[config.mk]
export PLATFORM = sky130hd
export DESIGN_NAME = alu_control_mdu_flat
export DESIGN_NICKNAME = d
export VERILOG_FILES = /design/src/rtl/alu_pkg.sv /design/src/rtl/alu_control_mdu_if.sv /design/src/rtl/mdu_core.sv /design/src/rtl/alu_control_mdu.sv /design/src/flat_wrapper.sv
export SDC_FILE = /design/constraint.sdc
export NUM_CORES = 1
export LEC_CHECK = 0
export ABC_AREA = 1
export CAP_MARGIN = 20
export CORE_ASPECT_RATIO = 2
export CORE_UTILIZATION = 55
export DETAILED_ROUTE_END_ITERATION = 8
export MAX_ROUTING_LAYER = met4
export PLACE_DENSITY_LB_ADDON = 0.1
export SYNTH_ARGS = -nofsm -noshare
export SYNTH_HDL_FRONTEND = slang
export SYNTH_SLANG_ARGS = --single-unit
[constraint.sdc]
create_clock -name i_clk -period 2.66 [get_ports i_clk]
set_input_delay 0.266 -clock i_clk [delete_from_list [all_inputs] [get_ports i_clk]]
set_output_delay 0.266 -clock i_clk [all_outputs]
set_load 0.05 [all_outputs]
[src/rtl/alu_pkg.sv]
// Shared ALU control codes, funct/Other opcode constants and MDU state type
// for the EX-stage decoder and multiply/divide unit.
package alu_pkg;

  localparam logic [3:0] ALU_AND     = 4'd0;
  localparam logic [3:0] ALU_OR      = 4'd1;
  localparam logic [3:0] ALU_ADD     = 4'd2;
  localparam logic [3:0] ALU_SLL     = 4'd3;
  localparam logic [3:0] ALU_SRL     = 4'd4;
  localparam logic [3:0] ALU_SRA     = 4'd5;
  localparam logic [3:0] ALU_SUB     = 4'd6;
  localparam logic [3:0] ALU_SLT     = 4'd7;
  localparam logic [3:0] ALU_SLTU    = 4'd8;
  localparam logic [3:0] ALU_MFHI    = 4'd9;
  localparam logic [3:0] ALU_MFLO    = 4'd10;
  localparam logic [3:0] ALU_MDU     = 4'd11;
  localparam logic [3:0] ALU_NOR     = 4'd12;
  localparam logic [3:0] ALU_XOR     = 4'd13;
  localparam logic [3:0] ALU_INVALID = 4'd15;

  localparam logic [5:0] F_SLL   = 6'd0;
  localparam logic [5:0] F_SRL   = 6'd2;
  localparam logic [5:0] F_SRA   = 6'd3;
  localparam logic [5:0] F_MFHI  = 6'd16;
  localparam logic [5:0] F_MTHI  = 6'd17;
  localparam logic [5:0] F_MFLO  = 6'd18;
  localparam logic [5:0] F_MTLO  = 6'd19;
  localparam logic [5:0] F_MULT  = 6'd24;
  localparam logic [5:0] F_MULTU = 6'd25;
  localparam logic [5:0] F_DIV   = 6'd26;
  localparam logic [5:0] F_DIVU  = 6'd27;
  localparam logic [5:0] F_ADD   = 6'd32;
  localparam logic [5:0] F_ADDU  = 6'd33;
  localparam logic [5:0] F_SUB   = 6'd34;
  localparam logic [5:0] F_SUBU  = 6'd35;
  localparam logic [5:0] F_AND   = 6'd36;
  localparam logic [5:0] F_OR    = 6'd37;
  localparam logic [5:0] F_XOR   = 6'd38;
  localparam logic [5:0] F_NOR   = 6'd39;
  localparam logic [5:0] F_SLT   = 6'd42;
  localparam logic [5:0] F_SLTU  = 6'd43;

  localparam logic [3:0] O_ADDI  = 4'd0;
  localparam logic [3:0] O_ANDI  = 4'd1;
  localparam logic [3:0] O_ORI   = 4'd2;
  localparam logic [3:0] O_XORI  = 4'd3;
  localparam logic [3:0] O_SUBI  = 4'd4;
  localparam logic [3:0] O_SLTI  = 4'd6;
  localparam logic [3:0] O_SLTIU = 4'd7;

  typedef enum logic [1:0] {MDU_IDLE, MDU_RUN, MDU_FIX} mdu_state_e;

endpackage

[src/rtl/alu_control_mdu_if.sv]
// EX-stage control/data bundle between the pipeline and alu_control_mdu.
interface alu_control_mdu_if #(parameter int DATA_W = 32);
  logic              valid;
  logic [1:0]        alu_op;
  logic [5:0]        func_code;
  logic [3:0]        other;
  logic [DATA_W-1:0] a;
  logic [DATA_W-1:0] b;
  logic [3:0]        alu_ctrl;
  logic              stall;
  logic              mdu_busy;
  logic              done;
  logic [DATA_W-1:0] hi;
  logic [DATA_W-1:0] lo;

  modport master (output valid, alu_op, func_code, other, a, b,
                  input  alu_ctrl, stall, mdu_busy, done, hi, lo);
  modport slave  (input  valid, alu_op, func_code, other, a, b,
                  output alu_ctrl, stall, mdu_busy, done, hi, lo);
endinterface

[src/rtl/mdu_core.sv]
// Iterative multiply/divide unit: shift-add multiply, restoring divide on
// operand magnitudes, sign fix-up in a final cycle, plus the HI/LO registers.
module mdu_core
  import alu_pkg::*;
#(
  parameter int DATA_W = 32,
  parameter int CNT_W  = $clog2(DATA_W + 1)
) (
  input  logic              clk,
  input  logic              rst,
  input  logic              start,
  input  logic [1:0]        op,
  input  logic              wr_hi,
  input  logic              wr_lo,
  input  logic [DATA_W-1:0] a,
  input  logic [DATA_W-1:0] b,
  output logic              busy,
  output logic              done,
  output logic [DATA_W-1:0] hi,
  output logic [DATA_W-1:0] lo
);

  mdu_state_e          state, state_n;
  logic [CNT_W-1:0]    cnt;
  logic                is_div, neg_q, neg_r, b_zero;
  logic [DATA_W-1:0]   acc_hi, acc_lo, opd_b;

  logic                sa, sb, fits;
  logic [DATA_W-1:0]   mag_a, mag_b, rem_n, q_fix, r_fix;
  logic [DATA_W:0]     sum, shifted;
  logic [2*DATA_W-1:0] prod_fix;

  always_ff @(posedge clk) begin
    if (rst) state <= MDU_IDLE;
    else     state <= state_n;
  end

  always_comb begin
    state_n = state;
    unique case (state)
      MDU_IDLE: if (start) state_n = MDU_RUN;
      MDU_RUN:  if (cnt == CNT_W'(DATA_W - 1)) state_n = MDU_FIX;
      MDU_FIX:  state_n = MDU_IDLE;
      default:  state_n = MDU_IDLE;
    endcase
  end

  assign busy = (state != MDU_IDLE);

  // op[0]=1 marks the unsigned variants (multu/divu)
  assign sa    = ~op[0] & a[DATA_W-1];
  assign sb    = ~op[0] & b[DATA_W-1];
  assign mag_a = sa ? -a : a;
  assign mag_b = sb ? -b : b;

  // acc_lo holds the multiplier (shifting out) or the dividend/quotient (shifting in)
  assign sum     = {1'b0, acc_hi} + (acc_lo[0] ? {1'b0, opd_b} : '0);
  assign shifted = {acc_hi, acc_lo[DATA_W-1]};
  assign fits    = (shifted >= {1'b0, opd_b});
  assign rem_n   = fits ? DATA_W'(shifted - {1'b0, opd_b}) : shifted[DATA_W-1:0];

  // Remainder magnitude with dividend sign reproduces A exactly on divide-by-zero
  assign prod_fix = neg_q ? -{acc_hi, acc_lo} : {acc_hi, acc_lo};
  assign q_fix    = b_zero ? '1 : (neg_q ? -acc_lo : acc_lo);
  assign r_fix    = neg_r ? -acc_hi : acc_hi;

  always_ff @(posedge clk) begin
    if (rst) begin
      cnt    <= '0;
      acc_hi <= '0;
      acc_lo <= '0;
      opd_b  <= '0;
      is_div <= 1'b0;
      neg_q  <= 1'b0;
      neg_r  <= 1'b0;
      b_zero <= 1'b0;
      hi     <= '0;
      lo     <= '0;
      done   <= 1'b0;
    end else begin
      done <= 1'b0;
      unique case (state)
        MDU_IDLE: begin
          if (start) begin
            cnt    <= '0;
            acc_hi <= '0;
            acc_lo <= mag_a;
            opd_b  <= mag_b;
            is_div <= op[1];
            neg_q  <= sa ^ sb;
            neg_r  <= sa;
            b_zero <= (b == '0);
          end
          if (wr_hi) hi <= a;
          if (wr_lo) lo <= a;
        end
        MDU_RUN: begin
          cnt <= cnt + CNT_W'(1);
          if (is_div) begin
            acc_hi <= rem_n;
            acc_lo <= {acc_lo[DATA_W-2:0], fits};
          end else begin
            acc_hi <= sum[DATA_W:1];
            acc_lo <= {sum[0], acc_lo[DATA_W-1:1]};
          end
        end
        MDU_FIX: begin
          if (is_div) begin
            hi <= r_fix;
            lo <= q_fix;
          end else begin
            {hi, lo} <= prod_fix;
          end
          done <= 1'b1;
        end
        default: ;
      endcase
    end
  end

endmodule

[src/rtl/alu_control_mdu.sv]
// EX-stage ALU control decoder with HI/LO interlock around the iterative MDU.
module alu_control_mdu
  import alu_pkg::*;
#(
  parameter int DATA_W = 32,
  parameter int CNT_W  = $clog2(DATA_W + 1)
) (
  input  logic               i_clk,
  input  logic               i_rst,
  alu_control_mdu_if.slave   bus
);

  logic       hilo_op, mdu_op, accept, busy;
  logic [3:0] alu_ctrl;

  always_comb begin
    alu_ctrl = ALU_INVALID;
    unique case (bus.alu_op)
      2'b00: alu_ctrl = ALU_ADD;
      2'b01: alu_ctrl = ALU_SUB;
      2'b10: begin
        case (bus.func_code)
          F_SLL:                    alu_ctrl = ALU_SLL;
          F_SRL:                    alu_ctrl = ALU_SRL;
          F_SRA:                    alu_ctrl = ALU_SRA;
          F_ADD, F_ADDU:            alu_ctrl = ALU_ADD;
          F_SUB, F_SUBU:            alu_ctrl = ALU_SUB;
          F_AND:                    alu_ctrl = ALU_AND;
          F_OR:                     alu_ctrl = ALU_OR;
          F_XOR:                    alu_ctrl = ALU_XOR;
          F_NOR:                    alu_ctrl = ALU_NOR;
          F_SLT:                    alu_ctrl = ALU_SLT;
          F_SLTU:                   alu_ctrl = ALU_SLTU;
          F_MFHI:                   alu_ctrl = ALU_MFHI;
          F_MFLO:                   alu_ctrl = ALU_MFLO;
          F_MTHI, F_MTLO,
          F_MULT, F_MULTU,
          F_DIV, F_DIVU:            alu_ctrl = ALU_MDU;
          default:                  alu_ctrl = ALU_INVALID;
        endcase
      end
      2'b11: begin
        case (bus.other)
          O_ADDI:  alu_ctrl = ALU_ADD;
          O_ANDI:  alu_ctrl = ALU_AND;
          O_ORI:   alu_ctrl = ALU_OR;
          O_XORI:  alu_ctrl = ALU_XOR;
          O_SUBI:  alu_ctrl = ALU_SUB;
          O_SLTI:  alu_ctrl = ALU_SLT;
          O_SLTIU: alu_ctrl = ALU_SLTU;
          default: alu_ctrl = ALU_INVALID;
        endcase
      end
      default: alu_ctrl = ALU_INVALID;
    endcase
  end

  assign bus.alu_ctrl = alu_ctrl;

  assign mdu_op  = (bus.alu_op == 2'b10) &&
                   (bus.func_code inside {F_MULT, F_MULTU, F_DIV, F_DIVU});
  assign hilo_op = mdu_op || ((bus.alu_op == 2'b10) &&
                   (bus.func_code inside {F_MFHI, F_MTHI, F_MFLO, F_MTLO}));

  // Busy drops in the Done cycle, so a held request proceeds exactly then
  assign bus.stall    = bus.valid & hilo_op & busy;
  assign accept       = bus.valid & hilo_op & ~busy;
  assign bus.mdu_busy = busy;

  mdu_core #(
    .DATA_W (DATA_W),
    .CNT_W  (CNT_W)
  ) u_mdu (
    .clk   (i_clk),
    .rst   (i_rst),
    .start (accept & mdu_op),
    .op    (bus.func_code[1:0]),
    .wr_hi (accept && (bus.func_code == F_MTHI)),
    .wr_lo (accept && (bus.func_code == F_MTLO)),
    .a     (bus.a),
    .b     (bus.b),
    .busy  (busy),
    .done  (bus.done),
    .hi    (bus.hi),
    .lo    (bus.lo)
  );

endmodule
[src/flat_wrapper.sv]
// flat-port wrapper written by rule: the top's interface ports become plain ports
module alu_control_mdu_flat import alu_pkg::*;
#(
  parameter int DATA_W = 32,
  parameter int CNT_W  = $clog2(DATA_W + 1)
)
  (i_clk, i_rst, bus_valid, bus_alu_op, bus_func_code, bus_other, bus_a, bus_b, bus_alu_ctrl, bus_stall, bus_mdu_busy, bus_done, bus_hi, bus_lo);
  alu_control_mdu_if #(.DATA_W(DATA_W)) bus_i ();
  input  logic i_clk;
  input  logic i_rst;
  input wire logic [$bits(bus_i.valid)-1:0] bus_valid;
  input wire logic [$bits(bus_i.alu_op)-1:0] bus_alu_op;
  input wire logic [$bits(bus_i.func_code)-1:0] bus_func_code;
  input wire logic [$bits(bus_i.other)-1:0] bus_other;
  input wire logic [$bits(bus_i.a)-1:0] bus_a;
  input wire logic [$bits(bus_i.b)-1:0] bus_b;
  output wire logic [$bits(bus_i.alu_ctrl)-1:0] bus_alu_ctrl;
  output wire logic [$bits(bus_i.stall)-1:0] bus_stall;
  output wire logic [$bits(bus_i.mdu_busy)-1:0] bus_mdu_busy;
  output wire logic [$bits(bus_i.done)-1:0] bus_done;
  output wire logic [$bits(bus_i.hi)-1:0] bus_hi;
  output wire logic [$bits(bus_i.lo)-1:0] bus_lo;
  assign bus_i.valid = bus_valid;
  assign bus_i.alu_op = bus_alu_op;
  assign bus_i.func_code = bus_func_code;
  assign bus_i.other = bus_other;
  assign bus_i.a = bus_a;
  assign bus_i.b = bus_b;
  assign bus_alu_ctrl = bus_i.alu_ctrl;
  assign bus_stall = bus_i.stall;
  assign bus_mdu_busy = bus_i.mdu_busy;
  assign bus_done = bus_i.done;
  assign bus_hi = bus_i.hi;
  assign bus_lo = bus_i.lo;
  alu_control_mdu #(.DATA_W(DATA_W), .CNT_W(CNT_W)) u_core (.i_clk(i_clk), .i_rst(i_rst), .bus(bus_i));
endmodule
==> impl.org, run 1 <==
** GRT
- First-pass GRT wire length :: roughly 160,000 µm
- Total GRT Usage :: 64.1%
- GRT overflow :: 93
- Entering global routing, the biggest net connects 78 pins.
- Vias in the first global route :: 25,710

** Yosys
- The share of synthesized area in the top cell type comes to 19.8%.
- Cell area after synthesis :: 0.0178 mm²
- The Yosys step of the flow raised 0 warnings.
- Distinct cell type count after synthesis :: 54
- Among all flip-flop cells after synthesis, the most frequent one is dfxtp_1.
- The synthesized netlist devotes 5.34% of its cell area to adder and majority cells.
- Yosys mapped a number of flops with a built-in enable equal to 0.
- Mean post-synth cell area :: 5.44 µm²
- Post-synth net total :: 3,437
- Syn Inst Count :: 3,283
- Of all cell types, the one taking the most synthesized area is nand2_1.
- By area, the combinational part of the netlist is dominated by simple AND/OR/NAND/NOR gates.
- Counting flops with an async set or reset pin after synthesis yields a share of 0%.
- Leading post-synthesis cells by cell area :: nand2_1 20%, dfxtp_1 19%, inv_1 10%, nand3_1 9.7%, a21oi_1 7.5%
- The most common cell in the synthesized netlist is nand2_1.
- XOR/XNOR Fraction of Synth Area :: 1.87%
- Multiplexer share of the synthesized area :: 0%
- Flip-flop and latch count after synthesis :: 173
- Fraction of the yosys area taken by sequential cells :: 19.4%
- Ranked by instance count, the synthesized netlist is headed by 939 x nand2_1, 489 x inv_1, 351 x nor2_1, 347 x nand3_1, 267 x a21oi_1.
- After Yosys synthesis, and, or, nand and nor cells account for 42.2% of the synthesized area.
- Synth Area in Compound Gates :: 17.7%

** Placed design
- Weighted congestion at the end of routability-driven global placement :: 1.18
- Counting tap cells, the placed design contains a total of slightly above 4,000 instances.
- Post-placement cell area :: 0.0218 mm²
- Port Buffer Count :: 149
- Once detailed placement completed, the half-perimeter wirelength came to roughly 68,000 µm.

** Floorplan
- In this run the core area contains 93 standard-cell rows.
- I/O Pins :: 150
- Initial Util :: 55.6%
- The die is around 130 µm wide.
- Die Ht :: 257 µm

** Run status
- Error that ended the run :: [ERROR GRT-0116] Global routing finished with congestion. Check the congestion regions in the DRC Viewer.
- Run status :: stopped before the end
- Stage at which the run stopped :: global routing (5_1_grt)

** CTS
- CTS root buf :: clkbuf_16
- In this run the deepest clock path goes through 2 buffers.
- Number of clock sinks :: 173
- Counting the buffers created by CTS gives 17.
- The clock tree synthesis step divided the H-tree into 4 levels.
[kinds of logic after synthesis]
kind of cell               count (synthesis)
and+or+nand+nor                         1786
xor gates and xnor gates                  38
DFF                                      173
adders and majority gates                 75
buffers and inverters                    623
AOI/OAI and AO/OA                        588
[routing by layer]
| layer | overflow | global-route usage, % |
|---|---|---|
| met4 | 35 | 65.9 |
| met3 | 1 | 35.8 |
| met1 | 1 | 60.4 |
| met2 | 56 | 87.8 |
| met5 | - | - |
[per-stage QoR]
| step | setup slack (ns) | hold slack, ns |
|---|---|---|
| floorplan | 0.0327 | 0.404 |
| global placement | -0.247 | 0.450 |
| detailed placement | -0.321 | 0.456 |
| CTS | 0.000958 | 0.288 |
[timing repair]
item | in CTS
endpoints found under the hold margin | 0
buffers inserted | 0
hold buffers | 0
endpoints found under the setup margin | 23
pin swaps | 1
gates resized for setup | 8
==> run 2, diff against run 1 <==
--- a/config.mk
+++ b/config.mk
@@ -7,11 +7,9 @@
 export LEC_CHECK = 0
 export ABC_AREA = 1
 export CAP_MARGIN = 20
-export CORE_ASPECT_RATIO = 2
-export CORE_UTILIZATION = 55
+export CORE_UTILIZATION = 40
 export DETAILED_ROUTE_END_ITERATION = 8
-export MAX_ROUTING_LAYER = met4
-export PLACE_DENSITY_LB_ADDON = 0.1
+export PLACE_DENSITY_LB_ADDON = 0.15
 export SYNTH_ARGS = -nofsm -noshare
 export SYNTH_HDL_FRONTEND = slang
 export SYNTH_SLANG_ARGS = --single-unit
==> constraint.sdc (replaced) <==
create_clock -name i_clk -period 3.5 [get_ports i_clk]
set_input_delay 0.35 -clock i_clk [delete_from_list [all_inputs] [get_ports i_clk]]
set_output_delay 0.35 -clock i_clk [all_outputs]
set_load 0.05 [all_outputs]
==> run 2 against run 1 <==
Effect of this change: the flow now finishes without violations; synthesized area unchanged; synthesized cell count unchanged.
==> impl.org, run 2 <==
** CTS
- The quantity of hold-fixing buffers added after cts came to 0 (unchanged).
- The number of sinks on the clock net is 173 (unchanged).
- The total CTS buffers came to 17 (unchanged).
- Post-CTS Setup Bufs :: 0 (unchanged)
- The later pin in the worst-skew pair is clocked with a latency of a little over 0.5 ns.
- Resized Gates After CTS :: 0 (-8)
- The deepest clock path buffer count is 2 (unchanged).
- The total number of H-tree levels was 4 (unchanged).
- Clock-pin slew was measured on the worst setup and hold paths at 0.07 ns.
- The cell sitting at the root of the clock tree is a clkbuf_16.
- TritonCTS clock tree :: done

** Layout
- After the last flow step, the layout net total stands at 3,561.
- In the final layout, the share of cells above drive strength 1 is 4.71%.
- 0 antenna diodes ended up in the layout.
- Most used cells in the layout excluding fill and tap cells :: 939 x nand2_1, 487 x inv_1, 347 x nor2_1, 347 x nand3_1, 267 x a21oi_1
- Leading cell type in the layout, fill and taps excluded :: nand2_1
- Total non-filler cell area in the finished layout :: between 0.02 and 0.025 mm²
- Layout-stage area growth over the synthesis result :: 16.7%
- Cells fill 47.2% of the core in the end.
- Number of filler cells placed in the layout :: 4,934

** GRT
- The initial antenna violation count came to 0.
- Pin count of the biggest net entering global routing :: 78
- Total GRT Usage :: 36.2%
- GRT overflow :: 0
- The first global-routing pass estimated 122,000 µm of wire.
- Vias in the first global route :: 20,548

** Floorplan
- The vertical die dimension came to 213 µm (-17%).
- The number of rows in the core area came to 77 (-17%).
- The number of placed I/O pins is 150 (unchanged).
- The width of the chip was 213 µm (+65%).
- Die Footprint :: 0.0455 mm²
- The initial core utilization was 40.4% (-15 points).
- The core region is 0.0441 mm².

** Worst setup path
- Reg-to-Reg End :: u_core.u_mdu.acc_hi[19]
- STA classifies the critical path endpoint as a register.
- Most frequent CP cell :: nor2_1
- The critical path ends at u_core.u_mdu.acc_hi[19].
- Worst reg2reg startpoint :: u_core.u_mdu.acc_lo[0]
- Traced cell by cell, the critical path runs through buf_4, nand2_1, inv_1, ha_1, a21oi_1, nor2_1, nor2_1, nand3_1, nand2_1, nand3_1, nand3_1, nand2_1, nor2_1, nor2_1, nor2_1.
- Critical Path Fanout Max :: 18
- The critical path contains buffers and inverters numbering 2 combined.
- STA puts the critical path data arrival time at 3.65 ns.
- For this design, the slowest cell found on the critical path is dfxtp_1.
- Launch point of the critical path :: u_core.u_mdu.acc_lo[0]
- Delay of the slowest critical-path stage :: between 0.5 and 0.6 ns
- The worst register-to-register path has a depth of 15.
- The critical path in this run is classified as reg -> reg.
- Critical path startpoint category :: register
- The critical path runs through a total of 15 cells.
- STA puts the critical path data required time at 3.93 ns.
- Setup slack on the worst reg-to-reg path comes out at approximately 0.28 ns.
- Largest delay share family, worst path :: simple AND/OR/NAND/NOR gates

** Route
- Total Wirelength :: 82,200 µm
- Dividing the detail-routed via count by the number of cells gives 5.54.
- In the final routed layout, each cell accounts on average for slightly above 20 µm.
- Number of nets still failing antenna checks after routing :: 0
- DRC errors left :: 0
- Via count :: 22,228
- Detailed router's first-iteration violation count :: 2,163
- The first detailed-routing pass ran for 6 iterations.

** Power and ir drop
- In this run the power density over the cells is between 200 and 250 mW/mm².
- VDD sags by at most 0.294 mV.
- Leak :: 10.4 nW

** Placed design
- Port Buffer Count :: 149 (unchanged)
- Dpl hpwl :: 66,100 µm (-2.9%)
- The global placer's final weighted congestion was 0.995 (-16%).
- The cell area after placement was 0.0202 mm² (-7.5%).

** Yosys
- The flop and latch count out of synthesis was 173 (unchanged).
- The sequential area share after synthesis is 19.4% (unchanged).
- The count of mapped cells out of synthesis is 3,283 (unchanged).
- Library cell occupying the most area in the post-synthesis netlist :: nand2_1
- Distinct cell type count after synthesis :: 54 (unchanged)
- Number of synthesis warnings :: 0 (unchanged)
- Leading post-synthesis cells by cell area :: nand2_1 20%, dfxtp_1 19%, inv_1 10%, nand3_1 9.7%, a21oi_1 7.5%
- Ranking of synthesized cells by instance count :: 939 x nand2_1, 489 x inv_1, 351 x nor2_1, 347 x nand3_1, 267 x a21oi_1
- Cell area after synthesis :: 0.0178 mm² (unchanged)
- The average size of a mapped cell was 5.44 µm² (unchanged).
- For this run, the leading register cell type out of synthesis is dfxtp_1.
- The portion of synthesized cell area occupied by the leading cell type came to 19.8% (unchanged).
- By instance count, the leading cell after synthesis is nand2_1.
- Post-synth net total :: 3,437 (unchanged)
- Number of enable flip-flop cells after synthesis :: 0 (unchanged)
- The share of flip-flops with an asynchronous set or reset after synthesis is 0% (unchanged).

** Timing
- Hold violation total from the final report :: 0
- The final-report max-slew violation count was 0.
- Smallest hold slack :: 0.319 ns
- For the final routed database, the setup TNS stands at 0 ns.
- Unrepaired setup endpoints after global routing :: false
- Clock skew on the completed layout was measured at 0.0195 ns.
- Share of the clock period used by the worst path after layout :: 91.9%
- Final setup vio count :: 0
- Counting I/O delays and the setup requirement, the final critical path takes 3.22 ns.
- Fmax achieved :: 311 MHz
- At the pin with the least slew margin, the transition time is 0.943 ns.
- The worst pin sits at a relative slew slack of between 30% and 40%.

** Run
- Max-cap violations in this run came to 0.

** Run status
- The flow ran to the end, and the final reports show no timing, DRC or antenna violations.

** Min path
- Worst min-delay path category :: in -> reg
-- run 2: cell counts after synthesis --
Identical to the previous run, type by type.
-- run 2: how the worst min path moves through the flow --
stage,startpoint,endpoint,slack (ns),cells after the start
floorplan,u_core.u_mdu.cnt[3],u_core.u_mdu.cnt[3],0.44,2
global placement,u_core.u_mdu.cnt[3],u_core.u_mdu.cnt[3],0.45,2
CTS,i_rst,u_core.u_mdu.opd_b[3],0.30,2
global route,i_rst,u_core.u_mdu.opd_b[4],0.35,2
finish,i_rst,u_core.u_mdu.opd_b[4],0.32,2
detailed placement,u_core.u_mdu.lo[7],u_core.u_mdu.lo[7],0.45,2
-- run 2: kinds of logic after synthesis --
family	after synthesis	share of synthesized area (%)
and+or+nand+nor	1786	42.2
buffers and inverters	623	13.5
AOI/OAI and AO/OA	588	17.7
DFF	173	19.4
adders and majority gates	75	5.34
xor gates and xnor gates	38	1.87
-- run 2: area by class of cell --
cell class	count	area, µm²	share of cell area, %
clock buffer	19	443	2.13
clock inverter	12	173	0.829
inverter	499	1870	9.00
multi-input combinational	2487	12000	57.6
sequential	173	3470	16.6
tap	592	741	3.56
timing repair buffer	229	2130	10.3
-- run 2: where the power goes --
| part | leakage (nW) | internal (mW) | switching (mW) | total [mW] |
|---|---|---|---|---|
| combinational | 8.69 | 0.168 | 0.308 | 0.476 |
| sequential | 1.39 | 1.97 | 0.000515 | 1.97 |
| clock | 0.299 | 1.16 | 0.978 | 2.14 |
-- run 2: routing by layer --
layer | vias up | track usage [%] | part of all wire, %
met4 | 0 | 25.2 | 7.5
li1 | 10829 | - | -
met1 | 10245 | 42.5 | 39
met3 | 228 | 5.04 | 6.4
met5 | - | 0 | 0
met2 | 926 | 60.7 | 47
-- run 2: metrics by stage --
stage | setup WS (ns) | total power, mW | std cells
2_1_floorplan | 0.705 | 2.24 | 3283
3_3_place_gp | 0.399 | 2.49 | 3980
3_5_place_dp | 0.381 | 2.48 | 3980
4_1_cts | 0.363 | 4.59 | 4011
5_1_grt | 0.0943 | 4.71 | 4011
6_report | 0.283 | 4.58 | 4011
(Power assumes the default switching activity.)
